===== src/rtl/conf_int_mul_pipe_multimode.sv =====
// Configurable-accuracy signed multiplier with scale/round/saturate and optional MAC for the IDCT datapath.
// Latency 3 cycles, throughput 1/cycle; the whole pipe freezes while the output is held (in_ready = ~stall).
module conf_int_mul_pipe_multimode #(
    parameter int DATA_PATH_BITWIDTH = 24,
    parameter int APX_BITS           = 8,
    parameter int OUT_BITWIDTH       = 32,
    parameter int OUT_SHIFT          = 11
) (
    input  logic                          clk,
    input  logic                          rstN,
    input  logic                          in_valid,
    output logic                          in_ready,
    input  logic [DATA_PATH_BITWIDTH-1:0] a,
    input  logic [DATA_PATH_BITWIDTH-1:0] b,
    input  logic [1:0]                    mode,
    input  logic                          acc_en,
    input  logic                          acc_first,
    output logic                          out_valid,
    input  logic                          out_ready,
    output logic [OUT_BITWIDTH-1:0]       P,
    output logic                          sat,
    output logic                          sat_sticky
);
    localparam int DW = DATA_PATH_BITWIDTH;
    localparam int OW = OUT_BITWIDTH;
    localparam int PW = 2 * DW;
    localparam int RW = PW + 1 - OUT_SHIFT;
    localparam int SW = ((RW > OW) ? RW : OW) + 1;

    localparam logic [DW-1:0]        APX_MASK = {{(DW-APX_BITS){1'b1}}, {APX_BITS{1'b0}}};
    localparam logic signed [PW:0]   RND      = (PW+1)'(1) << (OUT_SHIFT - 1);
    localparam logic signed [SW-1:0] MAXV     = {{(SW-OW+1){1'b0}}, {(OW-1){1'b1}}};
    localparam logic signed [SW-1:0] MINV     = {{(SW-OW+1){1'b1}}, {(OW-1){1'b0}}};

    logic stall;
    logic adv;

    assign stall    = out_valid & ~out_ready;
    assign adv      = ~stall;
    assign in_ready = ~stall;

    logic [DW-1:0] a_m;
    logic [DW-1:0] b_m;

    always_comb begin
        a_m = a;
        b_m = b;
        if (mode == 2'b01 || mode == 2'b10) a_m = a & APX_MASK;
        if (mode == 2'b10)                  b_m = b & APX_MASK;
    end

    // S1: masked operands and per-beat control
    logic                 v1, en1, first1;
    logic signed [DW-1:0] a1, b1;

    always_ff @(posedge clk or negedge rstN) begin
        if (!rstN) begin
            v1     <= 1'b0;
            en1    <= 1'b0;
            first1 <= 1'b0;
            a1     <= '0;
            b1     <= '0;
        end else if (adv) begin
            v1     <= in_valid;
            en1    <= acc_en;
            first1 <= acc_first;
            a1     <= a_m;
            b1     <= b_m;
        end
    end

    // S2: full-precision signed product
    logic                 v2, en2, first2;
    logic signed [PW-1:0] prod2;

    always_ff @(posedge clk or negedge rstN) begin
        if (!rstN) begin
            v2     <= 1'b0;
            en2    <= 1'b0;
            first2 <= 1'b0;
            prod2  <= '0;
        end else if (adv) begin
            v2     <= v1;
            en2    <= en1;
            first2 <= first1;
            prod2  <= a1 * b1;
        end
    end

    // S3: round-half-up scaling, optional accumulate, saturation
    logic signed [PW:0]   rnd_sum;
    logic signed [RW-1:0] r;
    logic signed [SW-1:0] r_ext, acc_ext, sum_x;
    logic signed [OW-1:0] acc;
    logic [OW-1:0]        res;
    logic                 sat_n;

    always_comb begin
        rnd_sum = prod2 + RND;
        r       = RW'(rnd_sum >>> OUT_SHIFT);
        r_ext   = SW'(r);
        acc_ext = SW'(acc);
        sum_x   = (en2 && !first2) ? acc_ext + r_ext : r_ext;
        sat_n   = 1'b0;
        res     = sum_x[OW-1:0];
        if (sum_x > MAXV) begin
            res   = MAXV[OW-1:0];
            sat_n = 1'b1;
        end else if (sum_x < MINV) begin
            res   = MINV[OW-1:0];
            sat_n = 1'b1;
        end
    end

    // Output register; accumulator and sticky flag only move when a valid beat retires
    always_ff @(posedge clk or negedge rstN) begin
        if (!rstN) begin
            out_valid  <= 1'b0;
            P          <= '0;
            sat        <= 1'b0;
            sat_sticky <= 1'b0;
            acc        <= '0;
        end else if (adv) begin
            out_valid <= v2;
            if (v2) begin
                P          <= res;
                sat        <= sat_n;
                sat_sticky <= ((en2 && first2) ? 1'b0 : sat_sticky) | sat_n;
                if (en2) acc <= res;
            end
        end
    end
endmodule


===== config.mk =====
export PLATFORM = sky130hd
export DESIGN_NAME = conf_int_mul_pipe_multimode
export DESIGN_NICKNAME = d
export VERILOG_FILES = /design/src/rtl/conf_int_mul_pipe_multimode.sv
export SDC_FILE = /design/constraint.sdc
export NUM_CORES = 2
export LEC_CHECK = 0
export CORE_MARGIN = 2
export CORE_UTILIZATION = 35
export CTS_CLUSTER_DIAMETER = 30
export DETAILED_ROUTE_END_ITERATION = 8
export SYNTH_ARGS = -nofsm -noshare
export SYNTH_HDL_FRONTEND = slang
export SYNTH_SLANG_ARGS = --single-unit

===== constraint.sdc =====
create_clock -name clk -period 6.79 [get_ports clk]
set_input_delay 1.358 -clock clk [delete_from_list [all_inputs] [get_ports clk]]
set_output_delay 1.358 -clock clk [all_outputs]
set_load 0.005 [all_outputs]

# Word level (Yosys, flattened, before mapping)
# Index checks and enable logic that the tools add are counted.
# word_totals
register_bits	169
latchBits	0
elab_cells	39
memories	0
ram_bits	0
in_bits	56
rom_bits	0
output_inout_bits	36
# op_classes
n_bitwise	4
eq_ne	2
reduce_logical	6
n_mux	8
n_div	0
shift	0
magnitude_cmp	2
addsub	2
multipliers	1
# ops
op	n
two-way mux 32 bit	2
adder 48 x 12 -> 49 bit, second input constant	1
multiplier 24 x 24 -> 48 bit	1
adder 32 x 38 -> 39 bit	1
greater-than comparator 39 x 32 -> 1 bit, second input constant	1
less-than comparator 39 x 32 -> 1 bit, second input constant	1
two-way mux 39 bit	1
two-way mux 8 bit	2
two-way mux 1 bit	3
AND reduction 3 bit	1
== test 2 x 1 -> 1 bit, second input constant	1
== test 2 bit, second input constant	1
logical AND 1 bit	2
NOT 1 bit	2
AND reduction 2 bit	1
AND 1 bit	1
logical NOT 1 bit	1
logical OR 1 bit	1
bitwise OR 1 bit	1

# Logic depth before layout (Yosys ltp)
# logic_depth
depth_word	7
mapped_depth	30
depth_no_buf	27

# Worst setup path after synthesis
# No wires, ideal clock.
# synth_path
kind	reg2reg
startpoint	register b1[1]
endpoint	register prod2[47]
synth_period_minus_slack_ns	6.965
n_path_buf	1
slack_ns	-0.175
required_ns	6.653
setup_ns	0.137
path_stages_with_launch	26
arrival_time_ns	6.828
cell_sequence	dfrtp_1 -> clkbuf_1 -> and2_1 -> fa_1 -> fa_1 -> inv_1 -> fa_1 -> inv_1 -> fa_1 -> fa_1 -> fa_1 -> inv_1 -> fa_1 -> inv_1 -> ha_1 -> nand4_1 -> nor4_1 -> o2111ai_1 -> a21o_1 -> and4b_1 -> nor2_1 -> a41oi_1 -> a21oi_1 -> a21oi_1 -> xnor2_1 -> a21oi_1
# synth_between
elab_chain_len	1
# synth_rtl
element	line	source
from (decl)	54	logic signed [DW-1:0] a1, b1;
from (signal assigned)	68	b1 <= b_m;
multiplier 24 x 24 -> 48 bit	86	prod2 <= a1 * b1;
to (signal assigned)	86	
to (decl)	74	logic signed [PW-1:0] prod2;
# Every way passes these cells.
# A chain may end at the register's enable or synchronous reset.

# Worst setup path after layout
# layout_path
startpoint	register b1[8]
endpoint	register prod2[44]
# Same word-level chain as after synthesis.

==> reports/metrics.cfg <==
[synthesis]
synth.cells.most_frequent=615 x inv_1, 607 x fa_1, 516 x nand2_1
syn_area_sq_mm=0.0300
synth-seq-area-share_pct=13.3
synthTopCellsByArea=fa_1 41%, dfrtp_1 13%, inv_1 7.7%
syn_inst=3281
yosys_most_used_dff=dfrtp_1
synth_top_area_share_pct=40.5
synth_area_per_cell_sq_um=9.14
yosys_warnings=0
yosys.area.top_type=fa_1
syn_nets=4114
synth.most_common_cell=inv_1
synth-async-reset-ratio_pct=100
synth-edff-count=0
synth_seq_cells=159
ys_types=83

[grt]
track_usage_pct=18.8
first_global_vias=23900
grt_max_degree=82
grt_pass1_wl_microns=132000
overflow=0
grt_antenna_before_repair=1

[detailed_routing]
drtAntennaViolNets=0
vias=22700
viasPerCell=4.85
drc=0
wl_per_cell_microns=17.4
first_iter_violations=1213
dr.pass1.iters=5
routed_wl_microns=81400

[timing]
max_slew_margin_pct=31.0
finalSetupViolCount=2
max_freq_mhz=147
tightest_slew_ns=1.03
finalClockSkew_ns=0.0195
fin_ws_ns=-0.0122
fin_crit_ns=6.80
fin_crit_sh_pct=100
maxSlewViolCount=0
hold_violations=0
grt_setup_unrepaired=yes

[placement]
place_hpwl_microns=65900
place_area_sq_mm=0.0340
place.gp.congestion=0.894
port_buffers=91

[clock_network]
cts_root_buf=clkbuf_16
cts-htree-levels=4
cts_buffer_depth=2
hold_buffers=0
clkTransAtPathRegs_ns=0.08
cts_sinks=159
worstSkewPairLatency_ns=0.51
cts_tree=done
cts_made_buffers=17

[run]
maxCapViolCount=0

[layout]
syn_to_final_growth_pct=19.2
fill_cells=8236
fin_util_pct=42.0
n_antenna_cell=0
drive_gt1_share_pct=14.3
nets=4352
finalInstanceArea_sq_mm=0.0357

[run_status]
violations=negative setup slack
status=finished, violations left

[setup_path]
critical_path_class=reg -> reg
crit_path_start_kind=flip-flop
r2r_cells=28
crit_end=prod2[44]
cp_common_cell=fa_1
r2r-end=prod2[44]
critPathLaunch=b1[8]
slowest_delay_ns=0.58
cp.arrival_ns=7.16
slowest_stage=fa_2
cp.required_ns=7.15
r2r_setup_slack_ns=-0.01
cp_max_fo=6
cp-end-kind=flip-flop
r2r-start=b1[8]

[min_path]
hp-start=en1
hold_class=reg -> reg

[floorplan]
core_sq_mm=0.0850
pin_count=92
die_y_microns=297
initial_core_util_pct=35.3
dieArea_sq_mm=0.0880
rows=107
dieWidth_microns=297

-- metrics by stage --
step	TNS, ns	cells	hold WS, ns	setup slack, ns
final	-0.0181	4676	0.476	-0.0122
after CTS	0	4659	0.481	0.000566
after detailed placement	-2.64	4602	0.461	-0.307
after global routing	-2.66	4676	0.514	-0.273
after floorplan	0	3281	0.439	0.0142
after global placement	-2.25	4602	0.454	-0.274
-- cell families after synthesis --
logic type                 share of synthesized area, %
and+or+nand+nor                                    17.1
buffers and inverters                              9.95
adders and majority gates                          47.6
AOI/OAI and AO/OA                                  8.54
DFF                                                13.3
xor gates and xnor gates                           3.45
muxes                                            0.0709
-- how the worst min path moves through the flow --
stage / endpoint / cells past startpoint / slack, ns
6_report: en1 / 2 / 0.48
3_5_place_dp: v1 / 2 / 0.46
5_1_grt: first1 / 2 / 0.51
2_1_floorplan: en1 / 2 / 0.44
3_3_place_gp: v1 / 2 / 0.45
4_1_cts: v1 / 2 / 0.48
-- critical path: cells and delay by family, from the launching register on --
| kind | cells | cell delay [ns] |
|---|---|---|
| buffers and inverters | 9 | 1.01 |
| xor gates and xnor gates | 1 | 0.10 |
| adders and majority gates | 8 | 3.69 |
| and+or+nand+nor | 6 | 0.91 |
| DFF | 1 | 0.41 |
| AOI/OAI and AO/OA | 4 | 0.52 |
-- state kept, by name, summed over array words and instances, names as in the netlist --
register,count
P,32
a1,24
acc,32
b1,24
en1,1
en2,1
first1,1
first2,1
out_valid,1
prod2,38
sat,1
sat_sticky,1
v1,1
v2,1
-- area by class of cell --
cell class | count | area [sq um] | area share, %
Sequential cell | 159 | 4000 | 11.2
Inverter | 616 | 2320 | 6.48
Clock inverter | 15 | 211 | 0.592
Tap cell | 1144 | 1430 | 4.00
Clock buffer | 17 | 425 | 1.19
Multi-Input combinational cell | 2341 | 23600 | 66.1
Timing Repair Buffer | 384 | 3740 | 10.5
-- repair_timing --
action,in CTS,in global routing
resized for setup,87,104
setup endpoints to repair,19,24
cloned,1,1
pin swaps,79,45
buffers inserted,26,18
-- placed cells by master, fill, tap and decap left out, drive strengths merged, types with 26 or more instances in the layout --
cell type,netlist,routed
inv,616,621
fa,607,607
nand2,516,516
buf,21,293
and2,276,276
ha,170,170
dfrtp,159,159
a21oi,131,131
nor2,126,126
clkdlybuf4s50,0,90
xnor2,75,75
a221o,61,61
o21ai,60,60
nand3,47,47
xor2,43,43
a21o,26,26
-- layer usage --
metal	vias up	track usage [%]	share of wire, %
li1	10600	-	-
met3	71	2.10	3.8
met2	464	30.5	48
met4	2	4.51	1.8
met1	11600	26.9	47
met5	-	0	0.016
Power is left out: the tool's default activity adds up to more than one toggle a clock period on the data nets, which glitch-free logic cannot reach.
